==> src/rtl/simd_seq_pkg.sv <==
// Shared types and constants for the instruction sequencer: opcodes, FSM states,
// instruction field positions and the cleared/NOP instruction word.
package simd_seq_pkg;

    typedef enum logic [2:0] {
        OP_NOP    = 3'd0,
        OP_FETCHB = 3'd1,
        OP_FETCHA = 3'd2,
        OP_MATMUL = 3'd3,
        OP_STORE  = 3'd4
    } opcode_e;

    typedef enum logic [2:0] {
        S_IDLE,
        S_FETCH,
        S_WAIT_RD,
        S_ISSUE,
        S_WAIT_DONE,
        S_HALT
    } state_e;

    // Sub-phases of S_WAIT_DONE: DONE blind cycle, DONE sampling, post-DONE idle cycle.
    typedef enum logic [1:0] {
        WD_FIRST,
        WD_SAMPLE,
        WD_ACK
    } wd_phase_e;

    localparam int OPC_LSB  = 0;
    localparam int OPC_MSB  = 2;
    localparam int IDX_LSB  = 3;
    localparam int IDX_MSB  = 6;
    localparam int HALT_BIT = 7;

    localparam logic [31:0] INSTR_NOP = 32'h0;

    function automatic logic op_legal(input logic [2:0] op);
        return op <= OP_STORE;
    endfunction

endpackage

==> src/rtl/seq_watchdog.sv <==
// Watchdog for the sequencer's DONE wait: counts while clear is low and flags
// expire once LIMIT cycles have elapsed since clear last dropped.
module seq_watchdog #(
    parameter  int LIMIT = 64,
    localparam int CW    = $clog2(LIMIT + 1)
) (
    input  logic CLK,
    input  logic RSTN,
    input  logic clear,
    output logic expire
);

    logic [CW-1:0] count_q;
    logic [CW-1:0] count_d;

    assign expire = !clear && (count_q == CW'(LIMIT - 1));

    always_comb begin
        count_d = count_q;
        if (clear) begin
            count_d = '0;
        end else if (!expire) begin
            count_d = count_q + 1'b1;
        end
    end

    always_ff @(posedge CLK) begin
        if (!RSTN) begin
            count_q <= '0;
        end else begin
            count_q <= count_d;
        end
    end

endmodule

==> src/rtl/instr_sequencer.sv <==
// Instruction sequencer: fetches words from IMEM, issues legal ones to the control
// unit and waits for DONE. Optional DONE watchdog under macro SEQ_WATCHDOG_EN.
module instr_sequencer
    import simd_seq_pkg::*;
#(
    parameter  int IMEM_DEPTH = 256,
    parameter  int WDT_CYCLES = 64,
    localparam int AW         = $clog2(IMEM_DEPTH)
) (
    input  logic          CLK,
    input  logic          RSTN,
    input  logic          START,
    output logic          IMEM_RD,
    output logic [AW-1:0] IMEM_ADDR,
    input  logic [31:0]   IMEM_DATA,
    output logic [31:0]   INSTR,
    output logic          ONSWT,
    input  logic          DONE,
    input  logic          OFFSWT,
    output logic          BUSY,
    output logic          HALTED,
    output logic          ERR,
    output logic [AW-1:0] PC,
    output state_e        DBG_STATE
);

    state_e        state_q, state_d;
    wd_phase_e     phase_q, phase_d;
    logic [AW-1:0] pc_q, pc_d;
    logic [31:0]   ir_q, ir_d;
    logic [31:0]   instr_q, instr_d;
    logic          onswt_q, onswt_d;
    logic          err_q, err_d;

    logic          busy;
    logic          wdt_expire;
    logic [AW-1:0] pc_inc;

    assign busy   = (state_q == S_FETCH) || (state_q == S_WAIT_RD) ||
                    (state_q == S_ISSUE) || (state_q == S_WAIT_DONE);
    assign pc_inc = (pc_q == AW'(IMEM_DEPTH - 1)) ? '0 : pc_q + 1'b1;

`ifdef SEQ_WATCHDOG_EN
    seq_watchdog #(
        .LIMIT (WDT_CYCLES)
    ) u_wdt (
        .CLK    (CLK),
        .RSTN   (RSTN),
        .clear  (state_q != S_WAIT_DONE),
        .expire (wdt_expire)
    );
`else
    logic wdt_unused;
    assign wdt_unused = ^WDT_CYCLES;
    assign wdt_expire = 1'b0;
`endif

    always_comb begin
        state_d = state_q;
        phase_d = phase_q;
        pc_d    = pc_q;
        ir_d    = ir_q;
        instr_d = instr_q;
        onswt_d = onswt_q;
        err_d   = err_q;

        unique case (state_q)
            S_IDLE, S_HALT: begin
                if (START) begin
                    state_d = S_FETCH;
                    pc_d    = '0;
                    err_d   = 1'b0;
                end
            end
            S_FETCH:   state_d = S_WAIT_RD;
            S_WAIT_RD: begin
                ir_d    = IMEM_DATA;
                state_d = S_ISSUE;
            end
            S_ISSUE: begin
                if (op_legal(ir_q[OPC_MSB:OPC_LSB])) begin
                    instr_d = ir_q;
                    onswt_d = 1'b1;
                    phase_d = WD_FIRST;
                    state_d = S_WAIT_DONE;
                end else begin
                    err_d   = 1'b1;
                    pc_d    = pc_inc;
                    state_d = S_FETCH;
                end
            end
            S_WAIT_DONE: begin
                // The control unit's DONE is registered, so the first cycle may still show the previous op.
                unique case (phase_q)
                    WD_FIRST:  phase_d = WD_SAMPLE;
                    WD_SAMPLE: begin
                        if (DONE) begin
                            onswt_d = 1'b0;
                            instr_d = INSTR_NOP;
                            phase_d = WD_ACK;
                        end
                    end
                    default: begin
                        if (ir_q[HALT_BIT]) begin
                            state_d = S_HALT;
                        end else begin
                            pc_d    = pc_inc;
                            state_d = S_FETCH;
                        end
                    end
                endcase
                if (wdt_expire) begin
                    err_d   = 1'b1;
                    onswt_d = 1'b0;
                    instr_d = INSTR_NOP;
                    pc_d    = pc_q;
                    state_d = S_HALT;
                end
            end
            default: state_d = S_IDLE;
        endcase

        // Shutdown wins over everything else, including a DONE in the same cycle.
        if (OFFSWT && busy) begin
            state_d = S_HALT;
            onswt_d = 1'b0;
            instr_d = INSTR_NOP;
            pc_d    = pc_q;
        end
    end

    always_ff @(posedge CLK) begin
        if (!RSTN) begin
            state_q <= S_IDLE;
            phase_q <= WD_FIRST;
            pc_q    <= '0;
            ir_q    <= INSTR_NOP;
            instr_q <= INSTR_NOP;
            onswt_q <= 1'b0;
            err_q   <= 1'b0;
        end else begin
            state_q <= state_d;
            phase_q <= phase_d;
            pc_q    <= pc_d;
            ir_q    <= ir_d;
            instr_q <= instr_d;
            onswt_q <= onswt_d;
            err_q   <= err_d;
        end
    end

    assign IMEM_RD   = (state_q == S_FETCH);
    assign IMEM_ADDR = pc_q;
    assign INSTR     = instr_q;
    assign ONSWT     = onswt_q;
    assign BUSY      = busy;
    assign HALTED    = (state_q == S_HALT);
    assign ERR       = err_q;
    assign PC        = pc_q;
    assign DBG_STATE = state_q;

endmodule

==> config.mk <==
export PLATFORM = sky130hd
export DESIGN_NAME = instr_sequencer
export DESIGN_NICKNAME = d
export VERILOG_FILES = /design/src/rtl/simd_seq_pkg.sv /design/src/rtl/seq_watchdog.sv /design/src/rtl/instr_sequencer.sv
export SDC_FILE = /design/constraint.sdc
export NUM_CORES = 1
export LEC_CHECK = 0
export BUFFER_PORTS_ARGS = -buffer_cell sky130_fd_sc_hd__buf_2
export CORE_MARGIN = 1.5
export CORE_UTILIZATION = 31
export DETAILED_ROUTE_END_ITERATION = 12
export PLACE_DENSITY = 0.65
export SYNTH_ARGS = -nofsm -noshare
export SYNTH_HDL_FRONTEND = slang
export SYNTH_HIERARCHICAL = 1
export SYNTH_SLANG_ARGS = --single-unit
==> constraint.sdc <==
create_clock -name CLK -period 1.65 [get_ports CLK]
set_input_delay 0.495 -clock CLK [delete_from_list [all_inputs] [get_ports CLK]]
set_output_delay 0.495 -clock CLK [all_outputs]
set_load 0.01 [all_outputs]
==> reports/qor.yml <==
layout:
  areaGrowthSynthToFinish_pct: 45.1
  final_cells: 617
  fin_nets: 517
  multi_input_area_mm2: 0.00172
  post-route-util_pct: 46.9
  n_antenna_cell: 0
  fillers: 961
  drive_above_1_share_pct: 43.8
  regArea_mm2: 0.00159
placed_design:
  port-buffer-count: 92
  routabilityCongestion: 0.808
  dpl.cell_count: 588
  hpwl_mm: 5.61
  place_ws_ns: -0.264
critical_path:
  path_delay_family: "flip-flops"
  crit_type: "flop to output pin"
  reg2reg_slack_ns: -0.08
  path_max_fanout: 5
  crit_slowest_cell: "dfxtp_4"
  crit_required_ns: 1.15
  critPathBufInv: 3
  cp_common_cell: "buf_6"
  worstSetupEndpointType: "output pin"
  critPathMaxStageDelay_ns: 0.38
  r2r-start: "DBG_STATE[0]$_SDFFE_PN0P_"
  critPathLaunchType: "flop"
  crit_start: "DBG_STATE[0]$_SDFFE_PN0P_"
  path_cells: "buf_6, and3b_1, buf_4, buf_6"
  arrival_ns: 1.26
clock_network:
  clock_sinks: 79
  ctsHoldBuffers: 0
  cts_tree: "yes"
  clk_latency_ns: 0.34
  clk_path_buf_depth: 2
  cts_buffers: 9
  root_buffer: "clkbuf_8"
  path_clk_slew_ns: 0.08
  htree_levels: 3
global_routing:
  grt.busiest_layer: "met2"
  grt_max_degree: 33
  grt_use_total_pct: 16.0
  grt_pass1_vias: 2887
  grtUsageMet2_pct: 27.7
  antenna_found_initial: 0
  global_route.usage.met1_pct: 19.3
  overflow: 0
  met3_usage_pct: 4.82
  grt_first_pass_wirelength_mm: 14.2
power:
  power_density_mw_per_mm2: 1350
  switchingPower_uw: 2070
  power_leakage_uw: 0.00186
  vdd_drop_max_mv: 0.563
  combPwrFrac_pct: 38.8
  power.share.switching_pct: 33.2
  pwr-share-seq_pct: 36.5
  pwr-share-clk_pct: 24.7
  intPower_uw: 4160
detailed_routing:
  vias: 2966
  ant_nets: 0
  vias_per_cell: 4.81
  drc_errors: 0
  wl_per_cell_um: 14.1
  drt-total-wl_mm: 8.71
  drtIter0Drc: 77
  firstDrtPassIters: 4
synth:
  syn_nets: 402
  yosys_warnings: 6
  synth_largest_area_cell: "dfxtp_1"
  synth_ff_type: "dfxtp_1"
  ys_seq_area_share_pct: 49.6
  syn-cell-area_mm2: 0.00319
  post-synth-top-count-cell: "nand2_1"
  yosysUniqueCellTypes: 41
  synth_top_cells_by_count: "80 x nand2_1, 79 x dfxtp_1, 42 x nor2_1"
  ys_top_cells_by_area: "dfxtp_1 50%, nand2_1 9.4%, a21boi_0 8.2%"
  yosysTopAreaCellShare_pct: 49.6
  synth_edf_count: 0
  syn_inst: 364
  syn_area_per_cell_um2: 8.75
  ys_seq_elements: 79
  synth-async-reset-ratio_pct: 0
timing:
  finalCriticalPeriod_ns: 1.76
  final.period_utilization_pct: 107
  worst_slack_ns: -0.109
  fin_tns_setup_ns: -0.756
  tightest_slew_ns: 0.396
  slew_headroom_pct: 73.6
  hold_viol_final: 0
  rsz0062_at_grt: "true"
  fmaxAchievable_ghz: 0.568
  slew_violations: 0
  finClkSkew_ns: 0.00747
  setup_violations: 30
floorplan:
  die_w_um: 104
  die_h_um: 104
  std_cell_rows: 36
  io_pins: 93
  initial_core_util_pct: 32.3
  core_area_mm2: 0.00986
  design.die.area_mm2: 0.0109
flow_run:
  drv_cap: 0
worst_hold_path:
  hp-class: "input pin to flop"
  min_from: "IMEM_DATA[25]"
status:
  violations: "negative setup slack"
  status: "finished with violations"
==> metal layers <==
layer  vias up  share of wire (%)
met5         -                  0
met4         0               0.92
met3        10                4.5
met2        68                 50
met1      1411                 44
li1       1477                  -
==> worst register-to-register path, delay by kind of cell, from the launching register on <==
kind                   cells  cell delay [ns]
AOI/OAI and AO/OA          2             0.38
buffers and inverters      2             0.26
DFF                        1             0.38
and+or+nand+nor            2             0.65
==> what timing repair did <==
| item | in CTS | in global routing |
|---|---|---|
| gates resized for setup | 45 | 27 |
| pin swaps | 3 | 8 |
| setup buffers | 9 | 2 |
| gates cloned | 1 | 1 |
| setup endpoints to repair | 43 | 46 |
==> worst paths after layout <==
| path | end | cells past startpoint |
|---|---|---|
| max | HALTED | 4 |
| min | ir_q[25]$_SDFFE_PN0P_ | 3 |
| max reg2reg | IMEM_ADDR[3]$_SDFFE_PN0P_ | 6 |
| min reg2reg | ir_q[27]$_SDFFE_PN0P_ | 2 |
==> final cells by class <==
class | count | area share (%)
inverters | 2 | 0.162
clock buffers | 11 | 2.84
well taps | 133 | 3.60
clock inverters | 5 | 1.76
repair buffers | 137 | 19.9
multi-input cells | 250 | 37.3
flip-flops and latches | 79 | 34.5
==> through the flow <==
stage	hold slack [ns]	total power, uW	area, um2
final	0.397	6230	4620
after global routing	0.381	6610	4620
after CTS	0.378	6000	4480
after detailed placement	0.456	4070	3980
after global placement	0.449	4020	3980
after floorplan	0.444	3370	3240
==> sequential cells by signal, summed over array words and instances, names as in the netlist <==
register,cells
IMEM_ADDR,8
ir_q,32
phase_q,2
ONSWT,1
DBG_STATE,3
ERR,1
INSTR,32
==> kinds of logic after synthesis <==
kind of cell,share of synthesized area (%)
and+or+nand+nor,20.9
AOI/OAI and AO/OA,22.3
DFF,49.6
buffers and inverters,5.65
xor gates and xnor gates,0.550
muxes,0.628
adders and majority gates,0.393
==> cell usage in the layout, fill, tap and decap left out, drive strengths merged, types with 2 or more instances in the layout <==
cell type,instances
nand3,3
nand4,2
nand2b,2
nand2,80
a21oi,3
and2,2
or3,5
inv,3
and3b,2
a21boi,38
o21ai,7
mux2i,2
a22oi,32
xnor2,2
nor3,4
nor2,43
o311a,2
buf,136
bufinv,2
clkbuf,12
a31oi,2
nor2b,3
dfxtp,79
o32ai,2
==> power by group through the flow <==
stage / Combinational [uW] / Clock, uW / Sequential, uW
after floorplan: 1110 / 0 / 2260
after global placement: 1740 / 0 / 2280
after detailed placement: 1770 / 0 / 2300
after CTS: 2130 / 1600 / 2260
after global routing: 2620 / 1700 / 2300
final: 2420 / 1540 / 2270
Note: power is estimated with default switching activity, not from simulation.
